--- src/rtl/line_buffer_3x3.sv ---
// -----------------------------------------------------------------------------
// line_buffer_3x3
//
// Purpose:
//   Streaming 3x3 window generator. It takes one raster-order pixel per
//   valid_in cycle and keeps the two previous image rows in line buffers. For
//   every unpadded output position it emits the full 3x3 neighbourhood, one
//   clock after the pixel that completes that neighbourhood. The window order
//   is the in_data0..in_data8 order that conv_3x3 expects.
//
// Ports:
//   clk                   rising-edge clock
//   rst                   asynchronous, active-high reset
//   valid_in              in_data carries a pixel this cycle
//   in_data               signed pixel, row-major, column 0 first
//   win_data0..win_data8  registered window, win_data[3*i+j] = pixel(r-2+i, c-2+j)
//                         (win_data0 top-left, win_data8 newest pixel)
//   valid_out             win_data0..8 hold a valid window this cycle
//   frame_done            one-cycle pulse after the last pixel of a frame
// -----------------------------------------------------------------------------
module line_buffer_3x3 #(
  parameter int IMG_W  = 28,
  parameter int IMG_H  = 28,
  parameter int DATA_W = 8
) (
  input  logic                     clk,
  input  logic                     rst,
  input  logic                     valid_in,
  input  logic signed [DATA_W-1:0] in_data,
  output logic signed [DATA_W-1:0] win_data0,
  output logic signed [DATA_W-1:0] win_data1,
  output logic signed [DATA_W-1:0] win_data2,
  output logic signed [DATA_W-1:0] win_data3,
  output logic signed [DATA_W-1:0] win_data4,
  output logic signed [DATA_W-1:0] win_data5,
  output logic signed [DATA_W-1:0] win_data6,
  output logic signed [DATA_W-1:0] win_data7,
  output logic signed [DATA_W-1:0] win_data8,
  output logic                     valid_out,
  output logic                     frame_done
);

  localparam int COL_W = (IMG_W > 1) ? $clog2(IMG_W) : 1;
  localparam int ROW_W = (IMG_H > 1) ? $clog2(IMG_H) : 1;

  localparam logic [COL_W-1:0] COL_LAST = COL_W'(IMG_W - 1);
  localparam logic [ROW_W-1:0] ROW_LAST = ROW_W'(IMG_H - 1);
  localparam logic [COL_W-1:0] COL_TWO  = COL_W'(2);
  localparam logic [ROW_W-1:0] ROW_TWO  = ROW_W'(2);

  // Raster position of the pixel currently presented on in_data.
  logic [COL_W-1:0] r_col;
  logic [ROW_W-1:0] r_row;

  // r_lb1 holds row r-1 and r_lb2 holds row r-2, both indexed by column.
  logic signed [DATA_W-1:0] r_lb1 [IMG_W];
  logic signed [DATA_W-1:0] r_lb2 [IMG_W];

  // 3x3 shift window, row-major; column 2 of each row is the newest column.
  logic signed [DATA_W-1:0] r_win [9];

  logic r_valid;
  logic r_done;

  logic                     w_col_last;
  logic                     w_row_last;
  logic                     w_win_ok;
  logic signed [DATA_W-1:0] w_top;
  logic signed [DATA_W-1:0] w_mid;

  assign w_col_last = (r_col == COL_LAST);
  assign w_row_last = (r_row == ROW_LAST);

  // Columns 0/1 and rows 0/1 are excluded. This keeps horizontally wrapped
  // columns (from the previous row) and line-buffer contents left over from
  // an earlier frame or from before reset out of every emitted window.
  assign w_win_ok = (r_row >= ROW_TWO) && (r_col >= COL_TWO);

  // Pixels directly above the incoming one: rows r-2 and r-1, same column.
  assign w_top = r_lb2[r_col];
  assign w_mid = r_lb1[r_col];

  // ---------------------------------------------------------------------------
  // Position counters
  // ---------------------------------------------------------------------------
  always_ff @(posedge clk or posedge rst) begin
    if (rst) begin
      r_col <= '0;
      r_row <= '0;
    end else if (valid_in) begin
      if (w_col_last) begin
        r_col <= '0;
        if (w_row_last) begin
          r_row <= '0;
        end else begin
          r_row <= r_row + ROW_W'(1);
        end
      end else begin
        r_col <= r_col + COL_W'(1);
      end
    end
  end

  // ---------------------------------------------------------------------------
  // Line buffers. They have no reset because their contents never reach a
  // valid window before rows 0 and 1 of the frame have overwritten them.
  // Each accepted pixel pushes its column down by one row.
  // ---------------------------------------------------------------------------
  always_ff @(posedge clk) begin
    if (valid_in) begin
      r_lb2[r_col] <= r_lb1[r_col];
      r_lb1[r_col] <= in_data;
    end
  end

  // ---------------------------------------------------------------------------
  // Window shift register and output flags
  // ---------------------------------------------------------------------------
  always_ff @(posedge clk or posedge rst) begin
    if (rst) begin
      for (int k = 0; k < 9; k++) begin
        r_win[k] <= '0;
      end
      r_valid <= 1'b0;
      r_done  <= 1'b0;
    end else begin
      r_valid <= valid_in && w_win_ok;
      r_done  <= valid_in && w_col_last && w_row_last;
      if (valid_in) begin
        // Top row: pixels from row r-2.
        r_win[0] <= r_win[1];
        r_win[1] <= r_win[2];
        r_win[2] <= w_top;
        // Middle row: pixels from row r-1.
        r_win[3] <= r_win[4];
        r_win[4] <= r_win[5];
        r_win[5] <= w_mid;
        // Bottom row: pixels from the current row.
        r_win[6] <= r_win[7];
        r_win[7] <= r_win[8];
        r_win[8] <= in_data;
      end
    end
  end

  assign win_data0  = r_win[0];
  assign win_data1  = r_win[1];
  assign win_data2  = r_win[2];
  assign win_data3  = r_win[3];
  assign win_data4  = r_win[4];
  assign win_data5  = r_win[5];
  assign win_data6  = r_win[6];
  assign win_data7  = r_win[7];
  assign win_data8  = r_win[8];
  assign valid_out  = r_valid;
  assign frame_done = r_done;

endmodule

--- config.mk ---
export PLATFORM = sky130hd
export DESIGN_NAME = line_buffer_3x3
export DESIGN_NICKNAME = d
export VERILOG_FILES = /design/src/rtl/line_buffer_3x3.sv
export SDC_FILE = /design/constraint.sdc
export NUM_CORES = 1
export LEC_CHECK = 0
export ABC_AREA = 1
export CELL_PAD_IN_SITES_DETAIL_PLACEMENT = 1
export CELL_PAD_IN_SITES_GLOBAL_PLACEMENT = 1
export CORE_ASPECT_RATIO = 0.6
export CORE_MARGIN = 2
export CORE_UTILIZATION = 47
export DETAILED_ROUTE_END_ITERATION = 8
export HOLD_SLACK_MARGIN = 0.08
export PLACE_DENSITY_LB_ADDON = 0.15
export SYNTH_ARGS = -nofsm -noshare
export SYNTH_HDL_FRONTEND = slang
export SYNTH_SLANG_ARGS = --single-unit
--- constraint.sdc ---
create_clock -name clk -period 3 [get_ports clk]
set_input_delay 0.6 -clock clk [delete_from_list [all_inputs] [get_ports clk]]
set_output_delay 0.6 -clock clk [all_outputs]
set_load 0.1 [all_outputs]
Yosys cells after proc, flatten, opt, wreduce, memory -nomap -nowiden

Memory sizes are Yosys's and may differ from the RTL's. A register that Yosys moved wholly into a read port is not among the register bits.
Index checks and enable logic that the tools add are counted.

Register bits: 76
Memory bits (writable): 448
Output and inout port bits: 74
Memories kept: 2

Memory list:

| name  | depth | width | read ports | clocked after Yosys merged registers in | write ports | RTL line | source |
|---|---|---|---|---|---|---|---|
| r_lb1 | 28    | 8     | 1          | 0                                       | 1           | 56       | `logic signed [DATA_W-1:0] r_lb1 [IMG_W];` |
| r_lb2 | 28    | 8     | 1          | 1                                       | 1           | 57       | `logic signed [DATA_W-1:0] r_lb2 [IMG_W];` |

Add/sub/neg operators: 2
$lt $le $gt $ge: 2
Equal/unequal tests: 2
Muxes and demuxes: 4
Reductions and logical operators: 5

Operators with widths:

| cell                  | number |
|---|---|
| $add A5 B1 Y5 const B | 2 |
| $eq A5 B5 Y1 const B  | 2 |
| $ge A5 B2 Y1 const B  | 2 |
| $mux W5               | 2 |
| $logic_and A1 B1 Y1   | 4 |
| $mux W1               | 2 |
| $reduce_and A2 Y1     | 1 |

Logic depth before layout (Yosys ltp)

Gate-level depths: netlist (run 1).

Word-level depth: 3
Mapped depth: 14
Mapped depth without buffers: 11

Worst setup path before layout (run 1)

Ideal clock, no wire load.

Path type: register to register
Start point: reg r_col[0]
End point: mem r_lb1[6][0], enable pin
Data arrival time: 1.918 ns
Data required time: 2.611 ns
Slack: 0.694 ns
Stages on the path, launching flop included: 8
Buffers on the path: 3
Period minus slack after synthesis: 2.306 ns
Cell sequence: dfrtp_1 > buf_4 > inv_4 > buf_6 > buf_2 > ha_1 > nand2_1 > nor2_1

RTL lines:

| element                  | RTL line | source |
|---|---|---|
| start: declaration       | 52       | `logic [COL_W-1:0] r_col;` |
| start signal: assignment | 99       | `r_col <= r_col + COL_W'(1);` |
| end: declaration         | 56       |  |

No word-level cell before the write port.

Worst setup path in the final report (run 1)

Start point: reg r_col[0]
End point: mem r_lb2[2][4], enable pin

RTL lines:

| element          | RTL line |
|---|---|
| end: declaration | 57 |

No word-level cell before the write port.

==> results.json, run 1 <==
{
  "slew_violations": 0,
  "ant_nets": 0,
  "routed_via_density": 5.23,
  "dp.final_hpwl_um": 40700,
  "coreArea_um2": 47600,
  "start_util": 0.474,
  "crit_arrival_ns": 2.84,
  "io_pins": 85,
  "relSlewSlack": 0.566,
  "cp_top_family": "buffers and inverters",
  "setup_tns_ns": 0,
  "finalCriticalPeriod_ns": 2.57,
  "worstHoldPathType": "in2async",
  "antenna_found_initial": 1,
  "synth.area.top_cells": "edfxtp_1, nand2_1, dfrtp_1",
  "cp.required_ns": 3.28,
  "dr_total_vias": 15800,
  "layout_common_cells": "nand2_1, edfxtp_1, inv_1, buf_4, nand3_1",
  "diodes": 0,
  "wl_um": 65100,
  "drt_pass1_iterations": 5,
  "crit_type": "reg2reg",
  "grtUsageTotal": 0.266,
  "die_h_um": 174,
  "path_buf_inv": 3,
  "path_depth": 6,
  "rows": 62,
  "area_growth_pct": 14.2,
  "cts.sinks": 532,
  "outcome": "completed",
  "h-tree-depth": 2,
  "worstSetupStartpointType": "flop",
  "fin_skew_ns": 0.0139,
  "path_max_fanout": 57,
  "async_reset_ff_frac": 0.158,
  "cts_tree": "done",
  "pwr_density_cell_nw_per_um2": 1100,
  "clockBufferDepth": 3,
  "gp_congestion": 0.844,
  "synth_enable_flop_cells": 448,
  "ys_types": 28,
  "final_nets": 2363,
  "syn-cell-area_um2": 22600,
  "first_iter_violations": 1465,
  "yosys.area.top_type_share": 0.596,
  "slowest_delay_ns": 0.52,
  "finalHoldViolations": 0,
  "worst-r2r-setup-slack_ns": 0.43,
  "cts_setup_buffers": 0,
  "synth_area_per_cell_um2": 10.2,
  "overflow": 0,
  "drv_cap": 0,
  "port_buffers": 84,
  "synth-seq-cells": 532,
  "cp-end-kind": "flop",
  "die_area_um2": 49900,
  "power.leakage_nw": 11.5,
  "cts.reportedPaths.clkPinSlew_ns": 0.07,
  "tightestPinTransition_ns": 0.652,
  "yosys.area.top_type": "edfxtp_1",
  "grt_max_degree": 117,
  "die_x_um": 287,
  "rsz0062_at_grt": "false",
  "reg2regPathDepth": 6,
  "r2r_start": "r_col[0]$_DFFE_PP0P_",
  "worstPathCellList": "inv_6 -> buf_12 -> ha_1 -> nand2_1 -> nor2_1 -> buf_4",
  "synthCells": 2224,
  "slowest_stage": "dfrtp_4",
  "grt_pass1_vias": 16500,
  "grt_pass1_wl_um": 100000,
  "setup_violations": 0,
  "clk_latency_ns": 0.58,
  "holdBufCountCts": 0,
  "drc_errors": 0,
  "synth_warnings": 0,
  "final_common_cell": "nand2_1",
  "timing.rr.end": "r_lb2[2][4]$_DFFE_PP_",
  "drive_gt1_frac": 0.110,
  "holdWs_ns": 0.386,
  "fmaxAchievable_ghz": 0.390,
  "routedWlPerCell_um": 21.5,
  "cts.repair.resized": 0,
  "fin_crit_sh": 0.856,
  "cts_buffers": 50,
  "peakVddDrop_uv": 713,
  "ys_seq_area_frac": 0.689,
  "synth_flop_cell": "edfxtp_1",
  "cts_root_buf": "clkbuf_16",
  "synthesis.nets": 2241
}
==> area by class of cell <==
type,count,area [µm²]
clock buffer,66,1450
clock inverter,27,190
fill,5221,21800
inverter,264,1000
multi-input combinational,1329,5410
sequential,532,15600
tap,640,801
timing repair buffer,169,1400
==> layer usage <==
metal | vias up | GRT usage | share of wire
met5 | - | 0 | 0
met4 | 0 | 0.0530 | 0.017
met3 | 77 | 0.0400 | 0.052
met2 | 378 | 0.412 | 0.45
met1 | 8049 | 0.401 | 0.48
li1 | 7315 | - | -
==> stage by stage <==
| step | utilization | setup WS (ns) | power [mW] | cells | instance area, µm² |
|---|---|---|---|---|---|
| 2_1_floorplan | - | 0.235 | 18.1 | 2224 | 22600 |
| 3_3_place_gp | 0.507 | 0.478 | 21.8 | 2934 | 24200 |
| 3_5_place_dp | 0.507 | 0.458 | 22.1 | 2934 | 24200 |
| 4_1_cts | 0.542 | 0.427 | 28.6 | 3027 | 25800 |
| 5_1_grt | 0.542 | 0.312 | 29.8 | 3027 | 25800 |
| 6_report | 0.542 | 0.433 | 28.4 | 3027 | 25800 |
==> synthesized netlist by cell type (3+ instances only) <==
cell type and count:
nand2_1 983, inv_1 255, inv_2 7, clkbuf_8 6
a21oi_1 16, nand3_1 140, nor3_1 3, nor2_1 111
clkbuf_1 19, ha_1 6, edfxtp_1 448, dfrtp_1 84
buf_6 10, buf_2 42, o21ai_0 49, nand3_2 8
buf_4 20
==> power breakdown <==
part           internal, mW  total (mW)  switching, mW
Combinational          2.56        11.4           8.87
Clock                  3.57        6.41           2.84
Sequential             10.1        10.6          0.471
==> how the worst max path moves through the flow <==
stage | start | end | slack [ns]
3_5_place_dp | r_col[0]$_DFFE_PP0P_ | r_lb2[2][4]$_DFFE_PP_ | 0.46
2_1_floorplan | rst | frame_done$_DFF_PP0_ | 0.23
4_1_cts | r_col[0]$_DFFE_PP0P_ | r_lb2[2][5]$_DFFE_PP_ | 0.43
3_3_place_gp | r_col[0]$_DFFE_PP0P_ | r_lb1[2][3]$_DFFE_PP_ | 0.48
6_report | r_col[0]$_DFFE_PP0P_ | r_lb2[2][4]$_DFFE_PP_ | 0.43
5_1_grt | r_col[0]$_DFFE_PP0P_ | r_lb2[2][3]$_DFFE_PP_ | 0.31
==> kinds of logic after synthesis <==
group / Yosys count / share of synthesized area
simple gates: 1255 / 0.221
compound gates: 67 / 0.0151
fa+ha+maj: 6 / 0.00332
buf+inv: 363 / 0.0721
flops: 532 / 0.689
xor+xnor: 1 / 0.000388
==> state kept, by name, summed over array words and instances (netlist names) <==
name and count:
win_data0 8, r_lb1 224, frame_done 1, win_data7 8, r_col 5, win_data1 8
win_data8 8, win_data5 8, win_data4 8, r_row 5, valid_out 1, win_data2 8
win_data6 8, win_data3 8, r_lb2 224
Note: power is estimated with default switching activity, not from simulation.
==> inputs of run 2 (changes only) <==
--- a/config.mk
+++ b/config.mk
@@ -11,6 +11,7 @@
 export CORE_ASPECT_RATIO = 0.6
 export CORE_MARGIN = 2
 export CORE_UTILIZATION = 47
+export CTS_CLUSTER_DIAMETER = 120
 export DETAILED_ROUTE_END_ITERATION = 8
 export HOLD_SLACK_MARGIN = 0.08
 export PLACE_DENSITY_LB_ADDON = 0.15
==> results of run 2 <==
Final layout, timing and power as in run 1 (identical DEF).
==> inputs of run 3 (changes only) <==
--- a/config.mk
+++ b/config.mk
@@ -12,6 +12,7 @@
 export CORE_MARGIN = 2
 export CORE_UTILIZATION = 47
 export CTS_CLUSTER_DIAMETER = 120
+export CTS_CLUSTER_SIZE = 25
 export DETAILED_ROUTE_END_ITERATION = 8
 export HOLD_SLACK_MARGIN = 0.08
 export PLACE_DENSITY_LB_ADDON = 0.15
==> run 3 against run 2 <==
Critical path depth stayed put. Core utilization is 1.9 points lower. First-iteration DRC count fell by 2.9%. Largest power group unchanged. Via count decreased by 2.0%. Count of clock-buffer cells in the layout shrank 22. Clock skew rose by 0.011 ns. Critical path type unchanged.
==> results.json, run 3 (same netlist as run 1, synthesis figures left out) <==
{
  "peakVddDrop_uv": 591,
  "worstHoldPathType": "in2async",
  "setup_violations": 0,
  "worstSetupStartpointType": "flop",
  "setup_tns_ns": 0,
  "routed_via_density": 5.20,
  "overflow": 0,
  "cts.sinks": 532,
  "cp-end-kind": "flop",
  "die_x_um": 287,
  "fillers": 5296,
  "drive_gt1_frac": 0.0894,
  "power.leakage_nw": 11.0,
  "grtUsageTotal": 0.258,
  "r2r_start": "r_col[0]$_DFFE_PP0P_",
  "ff_latch_area_um2": 15600,
  "io_pins": 85,
  "cts_setup_buffers": 0,
  "cts_root_buf": "clkbuf_16",
  "cp.required_ns": 3.27,
  "cts.repair.resized": 0,
  "finalCriticalPeriod_ns": 2.57,
  "die_area_um2": 49900,
  "outcome": "completed",
  "cts.reportedPaths.clkPinSlew_ns": 0.10,
  "die_h_um": 174,
  "crit_arrival_ns": 2.84,
  "fmaxAchievable_ghz": 0.390,
  "routedWlPerCell_um": 21.3,
  "pwr_density_cell_nw_per_um2": 1040,
  "drv_cap": 0,
  "cts_buffers": 25,
  "rsz0062_at_grt": "false",
  "antenna_found_initial": 1,
  "dr_total_vias": 15500,
  "finalHoldViolations": 0,
  "port_buffers": 84,
  "dp.cells": 2934,
  "ant_nets": 0,
  "timing.rr.end": "r_lb1[2][0]$_DFFE_PP_",
  "dp.final_hpwl_um": 40700,
  "cts_tree": "done",
  "slew_violations": 0,
  "reg2regPathDepth": 6,
  "relSlewSlack": 0.554,
  "final_common_cell": "nand2_1",
  "grt_max_degree": 117,
  "multiInputGateArea_um2": 5410,
  "grt_pass1_vias": 16100,
  "gp_congestion": 0.844,
  "final_nets": 2338,
  "rows": 62,
  "fin_skew_ns": 0.0246,
  "holdBufCountCts": 0,
  "first_iter_violations": 1422,
  "worst-r2r-setup-slack_ns": 0.43,
  "reg_top3": "r_lb1 x224, r_lb2 x224",
  "diodes": 0,
  "path_max_fanout": 57,
  "layout_common_cells": "nand2_1, edfxtp_1, inv_1, buf_4, nand3_1",
  "grt_pass1_wl_um": 97600,
  "start_util": 0.474,
  "crit_type": "reg2reg",
  "coreArea_um2": 47600,
  "fin_crit_sh": 0.856,
  "final_cells": 2979,
  "h-tree-depth": 1,
  "clk_latency_ns": 0.59,
  "wl_um": 63400,
  "clockBufferDepth": 3,
  "tightestPinTransition_ns": 0.669,
  "cp-startpoint": "r_col[0]$_DFFE_PP0P_",
  "drt_pass1_iterations": 5,
  "area_growth_pct": 10.2,
  "drc_errors": 0
}
## run 3: power by group
group	leakage, nW	switching, mW	total [mW]	internal, mW
clock	0.340	2.32	3.93	1.61
combinational	5.60	8.81	11.4	2.56
sequential	5.08	0.467	10.5	10.1
## run 3: cell type report
cell class | count | area share
sequential | 532 | 0.625
multi-input combinational | 1329 | 0.217
timing repair buffer | 169 | 0.0563
inverter | 264 | 0.0402
tap | 640 | 0.0322
clock buffer | 44 | 0.0280
clock inverter | 1 | 0.000804
## run 3: layer usage
| metal | share of wire | routed length [µm] | GRT usage | up-vias |
|---|---|---|---|---|
| li1 | - | - | - | 7230 |
| met1 | 0.48 | 30300 | 0.392 | 7863 |
| met2 | 0.45 | 28600 | 0.403 | 347 |
| met3 | 0.054 | 3450 | 0.0358 | 64 |
| met4 | 0.016 | 1010 | 0.0425 | 0 |
| met5 | 0 | 0 | 0 | - |
## run 3: metrics by stage
| stage | utilization | power, mW | area (µm²) | setup WS [ns] | hold WS, ns |
|---|---|---|---|---|---|
| global route | 0.523 | 27.3 | 24900 | 0.293 | 0.384 |
| global placement | 0.507 | 21.8 | 24200 | 0.478 | 0.455 |
| detailed placement | 0.507 | 22.1 | 24200 | 0.458 | 0.461 |
| floorplan | - | 18.1 | 22600 | 0.235 | 0.521 |
| finish | 0.523 | 25.8 | 24900 | 0.433 | 0.367 |
| CTS | 0.523 | 26.0 | 24900 | 0.425 | 0.368 |
## run 3: worst max-delay path, cell delays in order (launching register included)
cell	delay, ns
dfrtp_4	0.54
inv_6	0.20
buf_12	0.30
ha_1	0.23
nand2_1	0.21
nor2_1	0.47
buf_4	0.29
## run 3: worst max-delay path by stage
stage	end	slack, ns	depth (start not counted)
after floorplan	frame_done$_DFF_PP0_	0.23	1
after global routing	r_lb1[2][0]$_DFFE_PP_	0.29	6
after global placement	r_lb1[2][3]$_DFFE_PP_	0.48	6
after detailed placement	r_lb2[2][4]$_DFFE_PP_	0.46	6
after CTS	r_lb1[2][0]$_DFFE_PP_	0.42	6
final	r_lb1[2][0]$_DFFE_PP_	0.43	6
